`src/rtl/axis_sample_pkg.sv`:
```
// Shared definitions for ADC-driven AXI-Stream sample sources.
// Holds default widths and the offset-binary to signed conversion.
package axis_sample_pkg;

    localparam int DEF_ADC_W  = 12;
    localparam int DEF_AXIS_W = 16;
    localparam int DROP_CNT_W = 16;

    localparam logic [DEF_ADC_W-1:0] ADC_MID = {1'b1, {(DEF_ADC_W-1){1'b0}}};

    // Subtracting mid-scale flips the MSB; the result is left-aligned so
    // full-scale ADC swing maps onto full-scale signed output.
    function automatic logic [DEF_AXIS_W-1:0] adc_to_s16(input logic [DEF_ADC_W-1:0] raw);
        logic [DEF_ADC_W-1:0] centred;
        centred = raw - ADC_MID;
        return {centred, {(DEF_AXIS_W-DEF_ADC_W){1'b0}}};
    endfunction

endpackage

```
`src/rtl/sync_fifo_fwft.sv`:
```
// First-word-fall-through FIFO with a registered head word.
// Pointers carry one extra wrap bit to distinguish full from empty.
module sync_fifo_fwft #(
    parameter int DEPTH = 16,
    parameter int W     = 16
) (
    input  logic                     clk,
    input  logic                     rst,
    input  logic                     wr_en,
    input  logic [W-1:0]             wr_data,
    input  logic                     rd_en,
    output logic [W-1:0]             rd_data,
    output logic                     full,
    output logic                     empty,
    output logic [$clog2(DEPTH):0]   level
);

    localparam int AW = $clog2(DEPTH);
    localparam int PW = AW + 1;

    logic [W-1:0]  mem [DEPTH];
    logic [PW-1:0] wr_ptr_reg, wr_ptr_next;
    logic [PW-1:0] rd_ptr_reg, rd_ptr_next;
    logic [W-1:0]  head_reg, head_next;
    logic [PW-1:0] level_reg;
    logic          wr_ok, rd_ok, empty_next;

    assign empty = (wr_ptr_reg == rd_ptr_reg);
    assign full  = (wr_ptr_reg[AW] != rd_ptr_reg[AW]) &&
                   (wr_ptr_reg[AW-1:0] == rd_ptr_reg[AW-1:0]);

    // A write at full is only legal when the head slot is freed this cycle.
    assign rd_ok = rd_en && !empty;
    assign wr_ok = wr_en && (!full || rd_ok);

    assign wr_ptr_next = wr_ptr_reg + PW'(wr_ok);
    assign rd_ptr_next = rd_ptr_reg + PW'(rd_ok);
    assign empty_next  = (wr_ptr_next == rd_ptr_next);

    always_comb begin
        head_next = head_reg;
        if (!empty_next) begin
            // The next head is the word being written now when the FIFO
            // would otherwise run dry; bypass the array in that case.
            if (wr_ok && (rd_ptr_next == wr_ptr_reg))
                head_next = wr_data;
            else
                head_next = mem[rd_ptr_next[AW-1:0]];
        end
    end

    always_ff @(posedge clk) begin
        if (wr_ok)
            mem[wr_ptr_reg[AW-1:0]] <= wr_data;
    end

    always_ff @(posedge clk or posedge rst) begin
        if (rst) begin
            wr_ptr_reg <= '0;
            rd_ptr_reg <= '0;
            head_reg   <= '0;
            level_reg  <= '0;
        end else begin
            wr_ptr_reg <= wr_ptr_next;
            rd_ptr_reg <= rd_ptr_next;
            head_reg   <= head_next;
            level_reg  <= wr_ptr_next - rd_ptr_next;
        end
    end

    assign rd_data = head_reg;
    assign level   = level_reg;

endmodule

```
`src/rtl/axis_adc_sample_src.sv`:
```
// Strobed offset-binary ADC samples to a signed AXI-Stream master,
// buffered in a FWFT FIFO with sticky overflow and a saturating drop count.
module axis_adc_sample_src
    import axis_sample_pkg::*;
#(
    parameter int DEPTH  = 16,
    parameter int ADC_W  = axis_sample_pkg::DEF_ADC_W,
    parameter int AXIS_W = axis_sample_pkg::DEF_AXIS_W
) (
    input  logic                      clk,
    input  logic                      rst,
    input  logic                      adc_valid,
    input  logic [ADC_W-1:0]          adc_data,
    output logic                      m_axis_tvalid,
    output logic [AXIS_W-1:0]         m_axis_tdata,
    input  logic                      m_axis_tready,
    input  logic                      overflow_clr,
    output logic                      overflow,
    output logic [DROP_CNT_W-1:0]     drop_count,
    output logic [$clog2(DEPTH):0]    fifo_level
);

    logic [AXIS_W-1:0]     conv_data;
    logic                  fifo_full, fifo_empty;
    logic                  push, pop, drop;
    logic                  overflow_reg;
    logic [DROP_CNT_W-1:0] drop_count_reg;

    generate
        if (ADC_W == DEF_ADC_W && AXIS_W == DEF_AXIS_W) begin : g_pkg_conv
            assign conv_data = adc_to_s16(adc_data);
        end else begin : g_generic_conv
            assign conv_data = {~adc_data[ADC_W-1], adc_data[ADC_W-2:0],
                                {(AXIS_W-ADC_W){1'b0}}};
        end
    endgenerate

    assign m_axis_tvalid = !fifo_empty;
    assign pop  = m_axis_tvalid && m_axis_tready;
    assign push = adc_valid && (!fifo_full || pop);
    assign drop = adc_valid && fifo_full && !pop;

    sync_fifo_fwft #(
        .DEPTH (DEPTH),
        .W     (AXIS_W)
    ) u_fifo (
        .clk     (clk),
        .rst     (rst),
        .wr_en   (push),
        .wr_data (conv_data),
        .rd_en   (pop),
        .rd_data (m_axis_tdata),
        .full    (fifo_full),
        .empty   (fifo_empty),
        .level   (fifo_level)
    );

    // A drop coinciding with a clear restarts the count at one.
    always_ff @(posedge clk or posedge rst) begin
        if (rst) begin
            overflow_reg   <= 1'b0;
            drop_count_reg <= '0;
        end else if (drop) begin
            overflow_reg <= 1'b1;
            if (overflow_clr)
                drop_count_reg <= DROP_CNT_W'(1);
            else if (drop_count_reg != '1)
                drop_count_reg <= drop_count_reg + 1'b1;
        end else if (overflow_clr) begin
            overflow_reg   <= 1'b0;
            drop_count_reg <= '0;
        end
    end

    assign overflow   = overflow_reg;
    assign drop_count = drop_count_reg;

endmodule

```
`config.mk`:
```
export PLATFORM = sky130hd
export DESIGN_NAME = axis_adc_sample_src
export DESIGN_NICKNAME = d
export VERILOG_FILES = /design/src/rtl/axis_sample_pkg.sv /design/src/rtl/sync_fifo_fwft.sv /design/src/rtl/axis_adc_sample_src.sv
export SDC_FILE = /design/constraint.sdc
export NUM_CORES = 1
export LEC_CHECK = 0
export BUFFER_PORTS_ARGS = -buffer_cell sky130_fd_sc_hd__buf_2
export CAP_MARGIN = 40
export CELL_PAD_IN_SITES_DETAIL_PLACEMENT = 2
export CELL_PAD_IN_SITES_GLOBAL_PLACEMENT = 2
export CORE_MARGIN = 3
export CORE_UTILIZATION = 45
export CTS_CLUSTER_SIZE = 20
export DETAILED_ROUTE_END_ITERATION = 12
export PLACE_DENSITY_LB_ADDON = 0.2
export SYNTH_ARGS = -nofsm -noshare
export SYNTH_HDL_FRONTEND = slang
export SYNTH_SLANG_ARGS = --single-unit
```
`constraint.sdc`:
```
create_clock -name clk -period 6.1 [get_ports clk]
set_clock_uncertainty 0.2 [all_clocks]
set_input_delay 0.61 -clock clk [delete_from_list [all_inputs] [get_ports clk]]
set_output_delay 0.61 -clock clk [all_outputs]
set_load 0.005 [all_outputs]
```
Yosys cells after proc, flatten, opt, wreduce, memory -nomap -nowiden
Memory sizes are Yosys's and may differ from the RTL's.
Index checks and enable logic that the tools add are counted.
- reduce and logical (&&, ||, !) cells: 16
- equal/unequal tests: 6
- mux-type cells: 9
- $add $sub $neg: 5
- operators by type and width (operator ; count):
    two-way mux 16 bit ; 5
    adder 16 x 1 -> 16 bit, second input constant ; 1
    != test 16 bit, second input constant ; 1
    equality test 5 bit ; 3
    subtractor 12 bit, second input constant ; 1
    adder 5 x 1 -> 5 bit ; 2
    logical AND 1 bit ; 8
    subtractor 5 bit ; 1
    equality test 4 bit ; 1
    two-way mux 1 bit ; 4
    nonzero test 2 bit ; 2
    logical NOT 1 bit ; 3
    logical OR 1 bit ; 2
    AND reduction 2 bit ; 1
    != test 1 bit ; 1
- register bits after elaboration: 48
- memory bits (writable): 192
- input port bits: 17
- memories kept: 1
- memories (name ; words ; width ; rd ports ; clocked after memory_dff ; wr ports ; RTL line ; source):
    u_fifo.mem ; 16 ; 12 ; 1 ; 0 ; 1 ; sync_fifo_fwft.sv:21 ; logic [W-1:0] mem [DEPTH];

Longest topological paths before layout
Gate-level depths: netlist (run 1).
- word-level depth: 8
- mapped depth: 18

Cells and area by module
A second synthesis (run 1) with hierarchy kept.
- cell total of the unflattened synthesis: 696
- area, all modules: 12473.2 µm²
- by module, submodules not included (module ; area an instance (µm²) ; cells each ; instances):
    sync_fifo_fwft ; 11456.0 ; 588 ; 1
    axis_adc_sample_src ; 1017.2 ; 108 ; 1

Worst setup path before layout (run 1)
Ideal clock, no wire load.
- path kind: reg-to-reg
- start point: register u_fifo.wr_ptr_reg[3]
- end point: register u_fifo.head_reg[10], in the netlist u_fifo.rd_data[10]
- cell stages (with the launch flop): 19
- library setup time: 0.126 ns
- required time: 5.774 ns
- path slack: 1.813 ns
- period minus slack after synthesis: 4.287 ns
- data arrival time: 3.961 ns
- path buffers: 6
- path through: dfrtp_1 > buf_4 > xor2_1 > nor4_4 > nand2_1 > and2_1 > ha_1 > ha_1 > clkbuf_1 > buf_2 > buf_1 > inv_1 > ha_1 > and4_1 > and2_1 > buf_2 > and2b_4 > buf_6 > a221o_1
- cells in the longest elaborated chain, start to end: 8
- RTL lines (item ; RTL line ; source):
    start, declared ; sync_fifo_fwft.sv:22 ; logic [PW-1:0] wr_ptr_reg, wr_ptr_next;
    start signal, assigned ; sync_fifo_fwft.sv:64 ; wr_ptr_reg <= wr_ptr_next;
    equality test 5 bit * ; sync_fifo_fwft.sv:28 ; assign empty = (wr_ptr_reg == rd_ptr_reg);
    logical NOT 1 bit * ; axis_adc_sample_src.sv:38 ; assign m_axis_tvalid = !fifo_empty;
    via m_axis_tvalid ; axis_adc_sample_src.sv:14 ; output logic m_axis_tvalid,
    logical AND 1 bit ; axis_adc_sample_src.sv:39 ; assign pop = m_axis_tvalid && m_axis_tready;
    logical AND 1 bit * ; sync_fifo_fwft.sv:33 ; assign rd_ok = rd_en && !empty;
    adder 5 x 1 -> 5 bit * ; sync_fifo_fwft.sv:37 ; assign rd_ptr_next = rd_ptr_reg + PW'(rd_ok);
    via u_fifo.rd_ptr_next[1] ; sync_fifo_fwft.sv:23 ; logic [PW-1:0] rd_ptr_reg, rd_ptr_next;
    branches (longest 3 deep; another with memory read (16 x 12 bit)) ; -- ;
    end signal, assigned ; sync_fifo_fwft.sv:66 ; head_reg <= head_next;
    end, declared ; sync_fifo_fwft.sv:24 ; logic [W-1:0] head_reg, head_next;
Mark *: on every way through the listed nets, which the timed path passes.
A chain may end at the register's enable or synchronous reset.

Worst setup path in the final report (run 1)
- start point: register u_fifo.wr_ptr_reg[2]
- end point: register u_fifo.head_reg[12], in the netlist u_fifo.rd_data[12]
- cells in the longest elaborated chain, start to end: 8
- RTL lines (item ; RTL line):
    equality test 5 bit * ; sync_fifo_fwft.sv:28
    logical NOT 1 bit * ; sync_fifo_fwft.sv:33, axis_adc_sample_src.sv:38
    logical AND 1 bit ; axis_adc_sample_src.sv:39
    logical AND 1 bit * ; sync_fifo_fwft.sv:33
    adder 5 x 1 -> 5 bit * ; sync_fifo_fwft.sv:37
    via u_fifo.rd_ptr_next[1] ; sync_fifo_fwft.sv:23
    branches (longest 3 deep; another with memory read (16 x 12 bit)) ; --
Marks and branches as above.

==> results of run 1 <==
-- stage by stage --
| stage | std cells | total power [mW] | setup WS, ns |
|---|---|---|---|
| 6_report | 904 | 6.197 | 1.333 |
| 3_5_place_dp | 855 | 4.580 | 1.374 |
| 4_1_cts | 904 | 6.259 | 1.300 |
| 5_1_grt | 904 | 6.524 | 1.082 |
| 3_3_place_gp | 844 | 4.350 | 1.560 |
| 2_1_floorplan | 539 | 3.789 | 1.813 |
-- what timing repair did --
action,4_1_cts,5_1_grt
hold buffers,1,0
endpoints found under the hold margin,18,0
buffers inserted,0,0
-- layout make-up --
type,count,area share [%]
clock buffer,30,5.884
multi-input combinational,255,22.98
timing repair buffer,79,4.756
inverter,16,0.5309
sequential,236,60.70
tap,270,2.986
clock inverter,18,2.157
-- cell usage after synthesis (2+ instances only) --
cell type    n  area share [%]
ha_1         9             1.2
edfxtp_1   192              60
a221o_1     12             1.2
a21o_1       2            0.16
a22oi_1     24             1.9
nand4_1      2            0.13
buf_4        7            0.54
nand3_1      9            0.47
clkbuf_1    10            0.39
or3_1        6            0.39
nor4_1       7            0.45
a211oi_1    13             1.0
nor4_4       2            0.44
a21oi_1      2            0.10
nor2_1      38             1.5
mux4_2      48              11
nor3_1      14            0.73
and2_1       2            0.13
inv_1       15            0.58
nand2b_1     2            0.13
xor2_1       8            0.73
buf_2       12            0.62
nand2_1     12            0.47
xnor2_1     22             2.0
dfrtp_1     44              11
buf_6        2            0.23
-- critical path: cells and delay by family, from the launching register on --
| kind | cells | cell delay, ns |
|---|---|---|
| xor+xnor | 1 | 0.22 |
| buf+inv | 2 | 0.53 |
| flops | 1 | 0.77 |
| compound gates | 1 | 0.34 |
| simple gates | 6 | 1.31 |
| fa+ha+maj | 3 | 1.29 |
-- power groups by stage --
stage                     Sequential (mW)  Clock (mW)  Combinational, mW
final                                2.17        1.65               2.38
after floorplan                      2.10           0               1.69
after detailed placement             2.19           0               2.39
after global routing                 2.18        1.75               2.59
after global placement               2.17           0               2.18
after CTS                            2.16        1.68               2.42
-- logic make-up after synthesis --
kind of cell             Yosys count  share of synthesized area, %
flip-flops                       236                         71.20
AND/OR/NAND/NOR                  103                         5.708
AO/OA/AOI/OAI                     57                         4.852
multiplexers                      49                         11.31
buffers and inverters             48                         2.452
XOR/XNOR                          32                         3.062
adder cells (fa/ha/maj)           10                         1.375
other                              1                       0.03888
-- routing by layer --
metal	wire, microns	track usage, %
met1	10970	32.47
met2	13400	38.72
met3	1638	3.522
met4	479	4.752
met5	0	0
-- how the worst max path moves through the flow --
stage,end,slack [ns],cells after the start
after floorplan,u_fifo.rd_data[10]$_DFFE_PP0N_,1.81,18
final,u_fifo.rd_data[12]$_DFFE_PP0N_,1.33,13
after global placement,u_fifo.rd_data[6]$_DFFE_PP0N_,1.56,13
after detailed placement,u_fifo.rd_data[4]$_DFFE_PP0N_,1.37,13
after global routing,u_fifo.rd_data[4]$_DFFE_PP0N_,1.08,13
after CTS,u_fifo.rd_data[4]$_DFFE_PP0N_,1.30,13
==> results.py, run 1 <==
metrics = {
    "run_status": {
        "outcome": "completed",
    },
    "pwr": {
        "clkPwrFrac_pct": 26.6,
        "intPower_mw": 4.093,
        "powerDensity_nw_per_um2": 547.8,
        "swShare_pct": 33.95,
        "p_sw_mw": 2.104,
        "p_seq_share_pct": 34.9,
        "comb_power_share_pct": 38.4,
        "irDropWorstVdd_mv": 0.3264,
        "p_leak_nw": 3.925,
    },
    "synthesis": {
        "synth.distinct_cells": 46,
        "synth_edf_count": 192,
        "syn-instance-count": 536,
        "syn-cell-area_sq_um": 9644,
        "synthFlopType": "edfxtp_1",
        "synthArstFlopShare_pct": 18.64,
        "ys_seq_area_share_pct": 71.20,
        "yosysWarnings": 0,
        "synth_area_per_cell_sq_um": 17.99,
        "ys_ff_latch": 236,
    },
    "global_routing": {
        "grt_pass1_vias": 6057,
        "grt_use_total_pct": 23.05,
        "grt_pass1_wl_microns": 40500,
        "gr-total-overflow": 0,
        "grt_max_degree": 29,
        "antenna_found_initial": 0,
    },
    "worst_setup_path": {
        "critPathKind": "reg -> reg",
        "required_ns": 6.32,
        "crit_top_cell": "and2_1",
        "r2r_slack_ns": 1.33,
        "critical_path_arrival_ns": 4.99,
        "path_cells": "xor2_1, nor4_4, nand2_1, and2_1, ha_4, ha_2, inv_1, ha_1, and4_1, and2_1, buf_4, and2b_4, a221o_1",
        "startpoint_type": "flop",
        "cpMaxStageDelayCell": "dfrtp_1",
        "r2r_end": "u_fifo.rd_data[12]$_DFFE_PP0N_",
        "setup.worst_path.start": "u_fifo.wr_ptr_reg[2]$_DFF_PP0_",
        "worstSetupEndpointType": "flop",
        "cpPeakStageDelay_ns": 0.77,
        "rr_startpoint": "u_fifo.wr_ptr_reg[2]$_DFF_PP0_",
        "ff2ff_path_depth": 13,
        "worstPathMaxFanout": 27,
    },
    "drt": {
        "drc": 0,
        "wl_per_cell_microns": 29.31,
        "dr.first_iter.drc_count": 508,
        "first_pass_iters": 6,
        "wl_microns": 26490,
        "final_antenna_net_count": 0,
        "viasPerCell": 6.073,
        "num_vias": 5490,
    },
    "placement": {
        "gp_congestion": 0.7367,
        "port_buffers": 51,
        "dp_hpwl_microns": 17200,
        "place_area_sq_um": 10390,
    },
    "timing": {
        "rsz0062_at_grt": "no",
        "tightestPinTransition_ns": 0.7105,
        "slew_headroom_pct": 52.46,
        "holdWs_ns": 0.2511,
        "period_needed_ns": 4.767,
        "final-max-slew-violation-count": 0,
        "hold_viol_final": 0,
        "max_freq_mhz": 209.8,
        "finalSetupTns_ns": 0,
        "setup_viol": 0,
        "period_share_pct": 78.15,
    },
    "clock_tree": {
        "cts_sinks": 236,
        "clock_latency_ns": 0.55,
        "numCtsBuffers": 26,
        "cts_tree": "done",
        "clock_path_buffers": 3,
        "htreeDepth": 1,
        "cts_root_buffer": "clkbuf_16",
        "post_cts_resized": 0,
        "clk_pin_slew_ns": 0.06,
    },
    "cells_and_area": {
        "diodes": 0,
        "area_delta_synth_final_pct": 17.29,
        "drive_above_1_share_pct": 30.13,
        "layout_commonest_cell": "edfxtp_1",
        "regArea_sq_um": 6867,
        "utilization_pct": 54.85,
        "final_area_sq_um": 11310,
        "largest_reg_flops": 192,
        "mostFrequentLayoutCells": "edfxtp_1, buf_2, mux4_2, dfrtp_1, nor2_1",
        "final_nets": 641,
        "multi_input_area_sq_um": 2600,
        "num-fill-cells": 1779,
    },
    "min_path": {
        "holdPathEnd": "u_fifo.mem[0][9]$_DFFE_PP_",
        "whs_path_depth": 1,
        "hp-class": "in -> reg",
        "hold_path.startpoint": "adc_data[9]",
    },
    "floorplan": {
        "die_w_microns": 152.4,
        "coreArea_sq_um": 20620,
        "start_util_pct": 46.76,
        "top_level_ports": 56,
        "die_height_microns": 152.4,
        "dieArea_sq_um": 23220,
        "placement_rows": 52,
    },
    "flow_run": {
        "cap_violations": 0,
    },
}
(Power assumes the default switching activity.)
==> inputs of run 2 (changes only) <==
Settings changed: CORE_UTILIZATION 45 to 42.
Clock period 6.1 ns to 3.9 ns, I/O delays scaled along.
==> results.py, run 2 (same netlist as run 1, synthesis figures left out) <==
metrics = {
    "run_status": {
        "outcome": "completed",
    },
    "global_routing": {
        "grt_pass1_wl_microns": 38900,
        "antenna_found_initial": 0,
        "grt_max_degree": 51,
        "grt_use_total_pct": 21.27,
        "grt_pass1_vias": 5912,
        "gr-total-overflow": 0,
    },
    "cells_and_area": {
        "drive_above_1_share_pct": 30.88,
        "final_cells": 931,
        "largest_reg_flops": 192,
        "final_nets": 658,
        "layout_commonest_cell": "edfxtp_1",
        "mostFrequentLayoutCells": "edfxtp_1, buf_2, mux4_2, dfrtp_1",
        "area_delta_synth_final_pct": 17.84,
        "diodes": 0,
    },
    "drt": {
        "wl_microns": 25500,
        "drt-met1-wl_microns": 10450,
        "num_vias": 5419,
        "drc": 0,
        "dr.first_iter.drc_count": 460,
        "first_pass_iters": 5,
        "dr_wl_met3_microns": 1487,
        "wl_per_cell_microns": 27.39,
        "viasPerCell": 5.821,
        "final_antenna_net_count": 0,
        "top_layer": "met4",
        "wl_met2_microns": 12830,
    },
    "worst_setup_path": {
        "worstPathMaxFanout": 14,
        "critical_path_arrival_ns": 3.97,
        "ff2ff_path_depth": 13,
        "worstSetupEndpointType": "flop",
        "required_ns": 4.16,
        "critPathKind": "reg -> reg",
        "startpoint_type": "flop",
    },
    "pwr": {
        "p_leak_nw": 3.973,
        "irDropWorstVdd_mv": 0.6259,
        "powerDensity_nw_per_um2": 847.4,
    },
    "floorplan": {
        "dieArea_sq_um": 24820,
        "die_height_microns": 157.5,
        "top_level_ports": 56,
        "placement_rows": 54,
        "start_util_pct": 43.52,
        "die_w_microns": 157.5,
        "coreArea_sq_um": 22160,
    },
    "clock_tree": {
        "clock_path_buffers": 3,
        "cts_tree": "done",
        "htreeDepth": 1,
        "clock_latency_ns": 0.54,
        "clk_pin_slew_ns": 0.06,
        "numCtsBuffers": 26,
        "cts_sinks": 236,
        "cts_root_buffer": "clkbuf_16",
    },
    "placement": {
        "dp.cells": 881,
        "dp_hpwl_microns": 16230,
        "port_buffers": 51,
        "gp_congestion": 0.7800,
    },
    "timing": {
        "period_share_pct": 95.12,
        "setup_viol": 0,
        "hold_viol_final": 0,
        "rsz0062_at_grt": "no",
        "tightestPinTransition_ns": 0.6101,
        "final-max-slew-violation-count": 0,
        "max_freq_mhz": 269.6,
        "period_needed_ns": 3.710,
        "slew_headroom_pct": 59.02,
        "finalSetupTns_ns": 0,
    },
    "flow_run": {
        "cap_violations": 0,
    },
    "min_path": {
        "whs_path_depth": 1,
        "hp-class": "in -> reg",
    },
}
[run 2: cell types whose count changed in the layout (fill, tap and decap cells not counted), sizes merged]
cell and change:
buf +17, bufinv -3, clkbuf +4, clkinvlp -1
[run 2: worst max-delay path, cell delays in order (launching register included)]
cell and delay [ns]:
dfrtp_1 0.44, xor2_1 0.22, nor4_4 0.35, buf_4 0.16, a21bo_2 0.18, inv_1 0.10, ha_1 0.20, xor2_1 0.36
ha_1 0.33, and4_1 0.20, and2_2 0.23, buf_6 0.17, a211oi_2 0.30, a221o_1 0.21
[run 2: cell type report]
cell class / count / area (sq um)
clock buffers: 34 / 680.7
clock inverters: 14 / 123.9
inverters: 16 / 60.06
fillers: 2015 / 10800
well taps: 280 / 350.3
multi-input cells: 255 / 2620
flip-flops and latches: 236 / 6868
repair buffers: 96 / 661.9
[run 2: per-stage QoR]
step	instance area, sq um	setup slack (ns)	hold slack, ns	util (%)	power (mW)
after floorplan	9663	0.002517	0.2889	-	5.943
after global placement	10490	0.3449	0.3014	47.31	7.063
after detailed placement	10510	0.1596	0.2265	47.40	7.253
after CTS	11320	0.004242	0.03695	51.08	9.691
after global routing	11360	0.01758	0.06152	51.28	10.13
final	11360	0.1902	0.06104	51.28	9.630
[run 2: report_power, final]
| group | internal (mW) | switching [mW] |
|---|---|---|
| logic | 1.84 | 2.13 |
| clock network | 1.36 | 0.982 |
| registers | 3.12 | 0.204 |
[run 2: routing by layer]
| layer | up-vias | global-route usage (%) |
|---|---|---|
| li1 | 2309 | - |
| met1 | 2862 | 28.97 |
| met2 | 206 | 35.85 |
| met3 | 42 | 3.437 |
| met4 | 0 | 5.868 |
| met5 | - | 0 |
[run 2: path summary, 6_finish.rpt]
path / start / endpoint / slack [ns]
max: u_fifo.rd_ptr_reg[3]$_DFF_PP0_ / u_fifo.rd_data[10]$_DFFE_PP0N_ / 0.19
min: adc_data[0] / u_fifo.mem[13][0]$_DFFE_PP_ / 0.06
max reg2reg: u_fifo.rd_ptr_reg[3]$_DFF_PP0_ / u_fifo.rd_data[10]$_DFFE_PP0N_ / 0.19
min reg2reg: overflow$_DFFE_PP0P_ / overflow$_DFFE_PP0P_ / 0.33
max in group asynchronous: rst / u_fifo.rd_ptr_reg[2]$_DFF_PP0_ / 2.76
min in group asynchronous: rst / overflow$_DFFE_PP0P_ / 0.22
[run 2: what timing repair did]
action | CTS | global route
hold endpoints to repair | 17 | 0
setup buffers | 0 | 1
hold buffers | 1 | 0
setup endpoints to repair | 0 | 12
resized for setup | 0 | 8
